### config.mk
export PLATFORM = sky130hd
export DESIGN_NAME = tones
export DESIGN_NICKNAME = d
export VERILOG_FILES = /design/src/rtl/tones_pkg.sv /design/src/rtl/tones_pwm.sv /design/src/rtl/tones.sv
export SDC_FILE = /design/constraint.sdc
export NUM_CORES = 1
export LEC_CHECK = 0
export CAP_MARGIN = 20
export CORE_MARGIN = 5
export CORE_UTILIZATION = 53
export CTS_CLUSTER_DIAMETER = 50
export DETAILED_ROUTE_END_ITERATION = 8
export HOLD_SLACK_MARGIN = 0.15
export PLACE_DENSITY = 0.8
export REMOVE_ABC_BUFFERS = 1
export SLEW_MARGIN = 20
export SYNTH_ARGS = -nofsm -noshare
export SYNTH_HDL_FRONTEND = slang
export SYNTH_SLANG_ARGS = --single-unit
export TNS_END_PERCENT = 1
### constraint.sdc
create_clock -name clk -period 3.7 [get_ports clk]
set_clock_uncertainty 0.2 [all_clocks]
set_input_delay 0.74 -clock clk [delete_from_list [all_inputs] [get_ports clk]]
set_output_delay 0.74 -clock clk [all_outputs]
set_load 0.01 [all_outputs]
### src/rtl/tones_pkg.sv
// Shared constants for the tones block: key count, note code width, the
// half-period table (2 us ticks, C4..D#5) and the priority key-to-note lookup.
package tones_pkg;

  localparam int NUM_KEYS = 16;
  localparam int TONE_W   = 10;

  // Entry i is the half-period of semitone i above C4; index 0 is rightmost.
  localparam logic [NUM_KEYS-1:0][TONE_W-1:0] NOTE_TABLE = {
    10'd402, 10'd426, 10'd451, 10'd478, 10'd506, 10'd536, 10'd568, 10'd602,
    10'd638, 10'd676, 10'd716, 10'd758, 10'd804, 10'd851, 10'd902, 10'd956
  };

  // Lowest-index pressed key wins; no key pressed gives 0.
  function automatic logic [TONE_W-1:0] key_to_n(input logic [NUM_KEYS-1:0] keys);
    logic [TONE_W-1:0] n;
    n = '0;
    for (int i = NUM_KEYS - 1; i >= 0; i--) begin
      if (keys[i[3:0]]) n = NOTE_TABLE[i[3:0]];
    end
    return n;
  endfunction

endpackage

### src/rtl/tones_pwm.sv
// Free-running 8-bit PWM counter with amplitude compare, gated by en.
// Only built when TONES_VOLUME_EN is defined.
module tones_pwm (
  input  logic       clk,
  input  logic       rst,
  input  logic [7:0] volume,
  input  logic       en,
  output logic       pwm
);

  logic [7:0] pwm_cnt;

  always_ff @(posedge clk or posedge rst) begin
    if (rst) pwm_cnt <= '0;
    else     pwm_cnt <= pwm_cnt + 8'd1;
  end

  assign pwm = en && (pwm_cnt < volume);

endmodule

### src/rtl/tones.sv
// Sixteen-key single-voice square-wave tone generator for a mono PWM amplifier.
// Optional build macro TONES_VOLUME_EN: PWM-scale AIN by volume (default: AIN = square).
module tones
  import tones_pkg::*;
#(
  parameter int CLK_FREQ_HZ = 50_000_000
) (
  input  logic        clk,
  input  logic        rst,
  input  logic [7:0]  volume,
  input  logic [15:0] keys,
  output logic        AIN,
  output logic        GAIN,
  output logic        SHUTDOWN_L,
  output logic [9:0]  N
);

  localparam int TICK_DIV = CLK_FREQ_HZ / 500_000;
  localparam int TICK_W   = $clog2(TICK_DIV + 1);

  logic [TICK_W-1:0] tick_cnt;
  logic              tick;
  logic [TONE_W-1:0] n_next;
  logic [TONE_W-1:0] phase;
  logic              square;
  logic              ain_next;

  assign n_next = key_to_n(keys);
  assign tick   = (tick_cnt == TICK_W'(TICK_DIV - 1));

  always_ff @(posedge clk or posedge rst) begin
    if (rst) begin
      tick_cnt   <= '0;
      phase      <= '0;
      square     <= 1'b0;
      N          <= '0;
      SHUTDOWN_L <= 1'b0;
      GAIN       <= 1'b0;
      AIN        <= 1'b0;
    end else begin
      GAIN       <= 1'b1;
      N          <= n_next;
      SHUTDOWN_L <= (n_next != '0);
      AIN        <= ain_next;
      tick_cnt   <= tick ? '0 : tick_cnt + 1'b1;
      // A new note restarts the waveform low; silence holds it low.
      if ((N != n_next) || (N == '0)) begin
        phase  <= '0;
        square <= 1'b0;
      end else if (tick) begin
        if (phase == N - 1'b1) begin
          phase  <= '0;
          square <= ~square;
        end else begin
          phase  <= phase + 1'b1;
        end
      end
    end
  end

`ifdef TONES_VOLUME_EN
  tones_pwm u_pwm (
    .clk    (clk),
    .rst    (rst),
    .volume (volume),
    .en     (square),
    .pwm    (ain_next)
  );
`else
  logic unused_volume;
  assign unused_volume = ^volume;
  assign ain_next      = square;
`endif

endmodule

# == Yosys cells after proc, flatten, opt, wreduce, memory -nomap -nowiden ==
# Cells that the tools add are included.
# word_totals
elab_cells,43
register_bits,31
out_inout_bits,13
# classes
reduce_logical,6
eq_ne,3
n_bitwise,1
muxes,23
n_addsub,3
# ops
operator,n
$mux 10,18
$add 10x1->10 const B,1
$eq 10x10->1,1
$logic_not 10->1,1
$ne 10x10->1,1
$reduce_bool 10->1,1
$sub 10x1->10 const B,1
$mux 9,1
$add 7x1->7 const B,1
$eq 7x7->1 const B,1
$mux 7,1
$reduce_bool 2->1,2
$mux 1,3
$reduce_and 2->1,1
$logic_or 1x1->1,1
$not 1->1,1

# == Depth between registers and ports, before layout ==
# Gate-level depths: netlist (run 1).
# logic_depth
ltp_word,20
depth_mapped,10

# == Least setup slack after synthesis (run 1) ==
# No wires, ideal clock.
# synth_timing
path_kind,input port to flip-flop
from,input port keys[5]
to,register phase[2]
path_stages,9
setup_slack_ns,0.364
required_time_ns,3.420
arrival_ns,3.055
setup_ns,0.080
cell_sequence,clkbuf_1 > or4_1 > or4_4 > nor2b_4 > a32oi_2 > nand4_1 > or4_4 > buf_6 > nor3_2
# synth_between
elab_chain_len,9
elab_cells_between_ends,10
cone_classes,eq/ne: 1; mux: 7; reduce/logical: 2
# synth_rtl
element,line_no,source
start: declaration,tones.sv:11,"input logic [15:0] keys,"
$mux 10 (*) (6 in a row),tones_pkg.sv:19,if (keys[i[3:0]]) n = NOTE_TABLE[i[3:0]];
$ne 10x10->1 (*),tones.sv:47,if ((N != n_next) || (N == '0)) begin
$logic_or 1x1->1 (*),tones.sv:47,
$mux 10 or $reduce_bool 2->1 (tied branches),-,
end signal: assignment,tones.sv:55,phase <= phase + 1'b1;
end: declaration,tones.sv:24,logic [TONE_W-1:0] phase;
# Every way passes the cells marked *; elsewhere a longest branch is shown, timed or not.
# A chain may end at the register's enable or synchronous reset.

# == Final worst setup path (run 1) ==
# layout_timing
from,input port keys[8]
to,register phase[8]
# layout_between
elab_chain_len,12
elab_cells_between_ends,13
cone_classes,eq/ne: 1; mux: 10; reduce/logical: 2
# layout_rtl
element,line_no
$mux 10 (*) (9 in a row),tones_pkg.sv:19
$ne 10x10->1 (*),tones.sv:47
$logic_or 1x1->1 (*),tones.sv:47
$mux 10 or $reduce_bool 2->1 (tied branches),-
# Marked as above.

==> metrics.log, run 1 <==
INFO  metric floorplan.rows = 23
INFO  metric floorplan.die_area = 5680 um^2
INFO  metric timing.slew.headroom = 58.3%
INFO  metric cts_root_buffer_type = sky130_fd_sc_hd__clkbuf_8
INFO  metric wl = 5.81 mm
INFO  metric cts_made_buffers = 5
INFO  metric placeableCoreArea = 4060 um^2
INFO  metric cp_data_required_time = 3690 ps
INFO  metric critPathLaunchType = input port
INFO  metric antenna_violations_before_repair = 0
INFO  metric setup_repair_after_global_routing_missed_its_margin = false
INFO  metric finish.utilization = 71.3%
INFO  metric start_util = 55.8%
INFO  metric synth_flop_cell = sky130_fd_sc_hd__dfrtp_1
INFO  metric post_route_cells_drive_above_1_share = 20.0%
INFO  metric drv.max_cap_violation_count = 0
INFO  metric synth.cell_area = 2260 um^2
INFO  metric finish.net_count = 339
INFO  metric diodes = 0
INFO  metric routabilityCongestion = 0.979
INFO  metric timing_max_transition_violations_final = 0
INFO  metric power_density = 275 nW/um^2
INFO  metric m1WireLength = 2.68 mm
INFO  metric ios = 39
INFO  metric clock_network_latency_to_the_later_pin_of_the_worst_skew_pair = 280 ps
INFO  metric hpwlAfterDp = 4.47 mm
INFO  metric cp.arrival = 3600 ps
INFO  metric max_freq = 0.277 GHz
INFO  metric grt_pass1_vias = 1976
INFO  metric detail_route.wl_per_cell = 16.1 um
INFO  metric synth_top_cell_area_share = 34.3%
INFO  metric worst_setup_hold_path_clk_slew = 60 ps
INFO  metric wl_met3 = 476 um
INFO  metric worstPathMaxFanout = 11
INFO  metric drc = 0
INFO  metric endpoint_kind = flop
INFO  metric die_w = 75.4 um
INFO  metric grt_pass1_wl = 9.61 mm
INFO  metric die_h = 75.4 um
INFO  metric vias = 2114
INFO  metric area_growth_from_synthesis_to_layout = 27.7%
INFO  metric grt.total_usage = 22.2%
INFO  metric yosysSeqAreaShare = 34.3%
INFO  metric power.ir.vdd_worst = 241 uV
INFO  metric dr.first_iter.drc_count = 192
INFO  metric final_hold_fails = 0
INFO  metric highest_layer = met4
INFO  metric numClockSinks = 31
INFO  metric ctsHtreeMaxLevel = 2
INFO  metric final_antenna_net_count = 0
INFO  metric grt_start_max_net_pins = 32
INFO  metric yosys_register_bits = 31
INFO  metric final-setup-viol-count = 0
INFO  metric wl_met2 = 2.61 mm
INFO  metric whs = 195 ps
INFO  metric timing.final.crit_period = 3610 ps
INFO  metric via_per_inst = 5.87
INFO  metric gr-total-overflow = 0
INFO  metric postSynthAreaPerCell = 8.81 um^2
INFO  metric postSynthCellCount = 257
INFO  metric regToRegSetupSlack = 390 ps
INFO  metric slew_worst_pin = 623 ps
INFO  metric synthTopCellsByArea = sky130_fd_sc_hd__dfrtp_1 (34%), sky130_fd_sc_hd__xor2_1 (5.8%), sky130_fd_sc_hd__xnor2_1 (5.4%)
INFO  metric cts_tree = built
INFO  metric worst_hold_path_type = flop to flop
INFO  metric port_buffers = 30
INFO  metric number_of_flops_mapped_to_enable_cells_by_yosys = 0
INFO  metric postCtsSetupBuffers = 0
INFO  metric min_period_over_period = 97.5%
INFO  metric leak = 1.14 nW
INFO  metric synth_warn = 0
INFO  metric outcome = finished, final reports clean
INFO  metric synth_top_area_cell = sky130_fd_sc_hd__dfrtp_1
INFO  metric path_class = input port to flop
INFO  metric synth.lib_cells_used.distinct = 51
INFO  metric drt-pass1-iter-count = 5
INFO  metric synth_async_reset_ratio = 100%
INFO  metric max-clock-path-buffers = 2
## sequential cells by signal (all words and copies together), names as in the netlist
name,cells
tick_cnt,7
phase,10
ain_next,1
AIN,1
N,10
SHUTDOWN_L,1
GAIN,1
## report_power, final
part,internal [mW],switching (mW)
sequential,0.345,0.0137
combinational,0.0752,0.0705
clock,0.170,0.121
## worst paths after layout
| check | startpoint | end | cells past startpoint |
|---|---|---|---|
| setup / recovery | keys[8] | phase[8] | 8 |
| hold / removal | ain_next | AIN | 0 |
| setup reg to reg | N[0] | phase[4] | 9 |
| hold reg to reg | ain_next | AIN | 0 |
| max in group asynchronous | rst | phase[7] | 3 |
| min in group asynchronous | rst | GAIN | 3 |
## per-layer routing
metal	global-route usage (%)	up-vias
li1	-	1031
met5	0	-
met1	33.3	998
met2	32.1	80
met4	4.66	0
met3	6.20	5
## placed cells by master, fill, tap and decap left out, drive strengths merged, types with 2 or more instances in the layout
cell            n
o311a           2
a21o            3
xnor2          14
nor3           15
o21a            4
a211oi          6
a32oi           3
buf            32
nand2          14
clkbuf          8
a2111oi         3
mux2i           2
xor2           15
ha              4
dfrtp          31
and3            3
or4             4
nand2b          3
inv             8
nand4           7
o31ai           3
a31oi           4
nand3b          3
nor4            6
o21ai           7
nor4b           2
or3             3
and2            3
clkdlybuf4s50  30
nand3          12
a21oi           6
nor3b           4
or2             5
nor2           29
## synthesized netlist by cell type (5+ instances only)
cell type and n:
sky130_fd_sc_hd__xor2_1 15, sky130_fd_sc_hd__nor3_2 7, sky130_fd_sc_hd__nor3_1 8, sky130_fd_sc_hd__xnor2_1 14, sky130_fd_sc_hd__dfrtp_1 31, sky130_fd_sc_hd__or2_2 5
sky130_fd_sc_hd__nand4_1 7, sky130_fd_sc_hd__nor2_1 29, sky130_fd_sc_hd__nor4_1 6, sky130_fd_sc_hd__clkbuf_1 13, sky130_fd_sc_hd__a21oi_1 6, sky130_fd_sc_hd__a211oi_1 6
sky130_fd_sc_hd__nand3_1 12, sky130_fd_sc_hd__nand2_1 14, sky130_fd_sc_hd__o21ai_0 7, sky130_fd_sc_hd__inv_1 8
## worst max-delay path, cell delays in order
cell and delay [ps]:
sky130_fd_sc_hd__clkdlybuf4s50_1 420, sky130_fd_sc_hd__or4_4 560, sky130_fd_sc_hd__or4_4 530, sky130_fd_sc_hd__nor2b_4 150, sky130_fd_sc_hd__a32oi_2 130, sky130_fd_sc_hd__nand4_1 170, sky130_fd_sc_hd__or4_4 670, sky130_fd_sc_hd__nor3_1 230
## logic make-up (layout without fill, tap and decap cells)
logic type / Yosys count / in the layout / share of synthesized area [%]
AO/OA/AOI/OAI: 48 / 48 / 15.6
XOR/XNOR: 29 / 29 / 11.2
adder cells (fa/ha/maj): 4 / 4 / 2.21
buffers and inverters: 25 / 78 / 5.20
flip-flops: 31 / 31 / 34.3
multiplexers: 2 / 2 / 0.885
other: 1 / 1 / 0.166
AND/OR/NAND/NOR: 117 / 117 / 30.5
## what timing repair did
action / in CTS / in global routing
setup endpoints to repair: 0 / 9
gates resized for setup: 0 / 3
endpoints found under the hold margin: 0 / 0
hold buffers: 0 / 0
## layout make-up
class                      count  area (um^2)
clock buffer                   8          100
multi-input combinational    201         1380
tap                           50         62.6
sequential                    31          776
timing repair buffer          62          541
fill                         324         1170
inverter                       8         30.0
## through the flow
stage	cells	area [um^2]	total power [mW]	TNS, ps	worst slack [ps]
2_1_floorplan	240	2180	0.424	0	475
3_3_place_gp	352	2780	0.504	-1850	-197
3_5_place_dp	352	2780	0.507	-1690	-196
4_1_cts	360	2880	0.798	0	53.5
5_1_grt	360	2890	0.839	0	1.08
6_report	360	2890	0.795	0	92.6
Power figures use the tool's default switching activity.
==> run 2: changes to the inputs <==
--- a/config.mk
+++ b/config.mk
@@ -5,7 +5,7 @@
 export SDC_FILE = /design/constraint.sdc
 export NUM_CORES = 1
 export LEC_CHECK = 0
-export CAP_MARGIN = 20
+export CAP_MARGIN = 30
 export CORE_MARGIN = 5
 export CORE_UTILIZATION = 53
 export CTS_CLUSTER_DIAMETER = 50
==> results of run 2 <==
No change in the layout: final DEF, timing and power equal those of run 1.
